===== config.mk =====
export PLATFORM = sky130hd
export DESIGN_NAME = fifo_stream_reader
export DESIGN_NICKNAME = d
export VERILOG_FILES = /design/src/rtl/fifo_stream_reader_pkg.sv /design/src/rtl/fifo_stream_reader.sv
export SDC_FILE = /design/constraint.sdc
export NUM_CORES = 1
export LEC_CHECK = 0
export CAP_MARGIN = 20
export CORE_MARGIN = 3
export CORE_UTILIZATION = 41
export CTS_BUF_LIST = sky130_fd_sc_hd__clkbuf_16
export DETAILED_ROUTE_END_ITERATION = 16
export GPL_ROUTABILITY_DRIVEN = 0
export PLACE_DENSITY_LB_ADDON = 0.15
export SLEW_MARGIN = 20
export SYNTH_ARGS = -nofsm -noshare
export SYNTH_HDL_FRONTEND = slang
export SYNTH_SLANG_ARGS = --single-unit

===== constraint.sdc =====
create_clock -name clk_i -period 2.6 [get_ports clk_i]
set_input_delay 0.52 -clock clk_i [delete_from_list [all_inputs] [get_ports clk_i]]
set_output_delay 0.52 -clock clk_i [all_outputs]
set_load 0.005 [all_outputs]

===== src/rtl/fifo_stream_reader_pkg.sv =====
// fifo_stream_reader_pkg: constants shared by the FIFO stream reader
package fifo_stream_reader_pkg;
  localparam int unsigned BUF_DEPTH = 2;
endpackage


===== src/rtl/fifo_stream_reader.sv =====
// fifo_stream_reader: pops a show-ahead FIFO into a registered valid/ready stream via a 2-entry buffer
module fifo_stream_reader
  import fifo_stream_reader_pkg::*;
#(
  parameter int WIDTH = 10
) (
  input  logic             clk_i,
  input  logic             rst_i,
  input  logic             fifo_empty_i,
  input  logic [WIDTH-1:0] fifo_data_i,
  output logic             fifo_rd_en_o,
  input  logic             flush_i,
  output logic             m_valid_o,
  input  logic             m_ready_i,
  output logic [WIDTH-1:0] m_data_o,
  output logic [1:0]       level_o
);
  localparam int CNT_W = 2;
  localparam logic [CNT_W-1:0] FULL = CNT_W'(BUF_DEPTH);
  logic [CNT_W-1:0] cnt_q, cnt_d;
  logic [WIDTH-1:0] head_q, head_d, skid_q, skid_d;
  logic pop, acc;
  assign m_valid_o = cnt_q != '0;
  assign m_data_o  = head_q;
  assign level_o   = cnt_q;
  // pop request depends only on registered occupancy and FIFO flags, never on m_ready_i
  always_comb begin
    fifo_rd_en_o = !rst_i && !fifo_empty_i && (cnt_q < FULL || flush_i);
    pop = fifo_rd_en_o && !flush_i;
    acc = m_valid_o && m_ready_i && !flush_i;
  end
  // next state: new word lands in head if head is free or leaving, else in skid; skid shifts up on accept when full
  always_comb begin
    cnt_d  = flush_i ? '0 : cnt_q + CNT_W'(pop) - CNT_W'(acc);
    head_d = (pop && (cnt_q == '0 || acc)) ? fifo_data_i : (acc && cnt_q == FULL) ? skid_q : head_q;
    skid_d = (pop && cnt_q != '0 && !acc) ? fifo_data_i : skid_q;
  end
  // buffer registers with synchronous reset
  always_ff @(posedge clk_i) begin
    if (rst_i) begin
      cnt_q  <= '0;
      head_q <= '0;
      skid_q <= '0;
    end else begin
      cnt_q  <= cnt_d;
      head_q <= head_d;
      skid_q <= skid_d;
    end
  end
endmodule


==> out/qor.csv <==
metric;value;unit
synth_top_area_share;43.3;%
synth_top_area_cell;dfxtp_1;
layout.cells.non_filler;176;
rsz0062_at_grt;false;
synth_edf_count;0;
worst_slack;104;ps
critPathSlowestCell;clkdlybuf4s50_1;
place_ws;97.4;ps
drv_slew;0;
final_common_cell;clkdlybuf4s50_1;
placed_cell_area;1320;sq um
drc;0;
hold_violations;0;
fp-row-count;17;
cts_setup_buffers;0;
dr.pass1.iters;4;
critical_path_class;in2out;
tightestPinTransition;498;ps
die_x;55.8;um
grt_pass1_vias;925;
tns;0;ps
crit_top_cell;clkdlybuf4s50_1;
min_period;2500;ps
max_freq;0.401;GHz
ys_ff_latch;22;
grt_max_degree;21;
clock_latency;250;ps
num_antenna_cells;0;
antenna_left;0;
track_usage;16.9;%
worstPathArrival;1980;ps
powerDensity;539;nW/um^2
path_max_fanout;6;
drive_gt1_share;9.46;%
worstSetupStartpointType;input port;
critPathMaxStageDelay;600;ps
grt_overflow_total;0;
cts_root_buf;clkbuf_16;
clock_skew;3.05;ps
wl_per_cell;14.3;um
end_kind;output port;
area_growth_syn_to_layout;36.8;%
cap_violations;0;
synth-simple-area-share;27.1;%
worstHoldPathType;reg2reg;
cts_resized;0;
cts_tree;yes;
synth-compound-area-share;19.2;%
first_iter_violations;15;
nets;167;
status;finished, final reports clean;
synth_xor_area_share;0.861;%
cts.path.max_buffers;2;
synth_area_leaders;dfxtp_1, a311oi_1, nand2_1, a21oi_1, nand3_1;
power.total;750;uW
pin_count;29;
stdcell_area;1390;sq um
finalCritPeriodShare;96.0;%
synthMuxAreaShare;0;%
synth_cell_types;28;
grt_pass1_wl;4280;um
dp_hpwl;1780;um
p_leak;0.000469;uW
io_buffers;28;
setup_violations;0;
synth_top_family_by_area;simple AND/OR/NAND/NOR gates;
hold_buffers;0;
seq_area_frac_synth;43.3;%
final_cell_mix;clkdlybuf4s50_1, dfxtp_1, nand2_1;
clock-sinks;22;
yosysWarnings;0;
fp.dieH;55.8;um
slew_headroom;66.6;%
path_cells;clkdlybuf4s50_1 -> inv_1 -> a211oi_1 -> clkdlybuf4s50_1;
start_util;44.7;%
syn_area;1020;sq um
synth_ff_type;dfxtp_1;
syn_nets;138;
fp.dieArea;3110;sq um
h-tree-depth;1;
crit_required;2080;ps
wl;2520;um
synth-adder-area-share;2.46;%
syn_inst;121;
viasPerCell;5.69;
async_flop_share;0;%
via_count;1002;
core_area;2280;sq um
cts_made_buffers;3;
antenna_found_initial;0;
syn_avg_cell_area;8.41;sq um
ir_drop;646;uV
clk_pin_slew;50;ps
dp.cells;173;
## where the power goes
part | internal (uW) | switching (uW)
registers | 346 | 5.28
clock network | 203 | 111
logic | 49.4 | 36.2
## routing by layer
metal | share of wire, % | vias to the layer above | GRT usage [%]
li1 | - | 493 | -
met1 | 45 | 482 | 20.5
met2 | 49 | 25 | 29.2
met3 | 5.3 | 2 | 6.26
met4 | 0.71 | 0 | 2.37
met5 | 0 | - | 0
## synth_stat cells, drive strengths merged (2+ instances only)
library cell	n
clkbuf	6
a21oi	10
nand2	22
o21ai	10
buf	4
nand3	10
a311oi	10
dfxtp	22
ha	2
nor3	10
inv	3
## metrics by stage
stage | util [%] | hold slack, ps
2_1_floorplan | - | 450
3_3_place_gp | 57.8 | 460
3_5_place_dp | 57.8 | 469
4_1_cts | 61.1 | 476
5_1_grt | 61.1 | 492
6_report | 61.1 | 474
## layout make-up
class / instances / area (sq um)
clock buffer: 3 / 75.1
inverter: 3 / 11.3
multi-input combinational: 86 / 504
fill: 199 / 885
tap: 28 / 35.0
sequential: 22 / 440
timing repair buffer: 34 / 325
## registers in the layout (all words and copies together), names as in the netlist
signal	flops
level_o	2
m_data_o	10
skid_q	10
## logic make-up (layout without fill, tap and decap cells)
| logic type | Yosys count | in the layout |
|---|---|---|
| buffers and inverters | 13 | 40 |
| AO/OA/AOI/OAI | 31 | 31 |
| XOR/XNOR | 1 | 1 |
| flip-flops | 22 | 22 |
| adder cells (fa/ha/maj) | 2 | 2 |
| AND/OR/NAND/NOR | 52 | 52 |
## path summary, 6_finish.rpt
| kind | startpoint | cells past startpoint | slack, ps | end |
|---|---|---|---|---|
| min reg2reg | skid_q[5]$_SDFFE_PP0P_ | 2 | 470 | skid_q[5]$_SDFFE_PP0P_ |
| min | skid_q[5]$_SDFFE_PP0P_ | 2 | 470 | skid_q[5]$_SDFFE_PP0P_ |
| max reg2reg | level_o[1]$_SDFF_PP0_ | 8 | 670 | level_o[1]$_SDFF_PP0_ |
| max | flush_i | 4 | 100 | fifo_rd_en_o |
## worst max-delay path, delay by kind of cell
kind	cells	cell delay, ps
buf+inv	3	1220
compound gates	1	230
No activity file was read; power rests on OpenSTA's default activity.
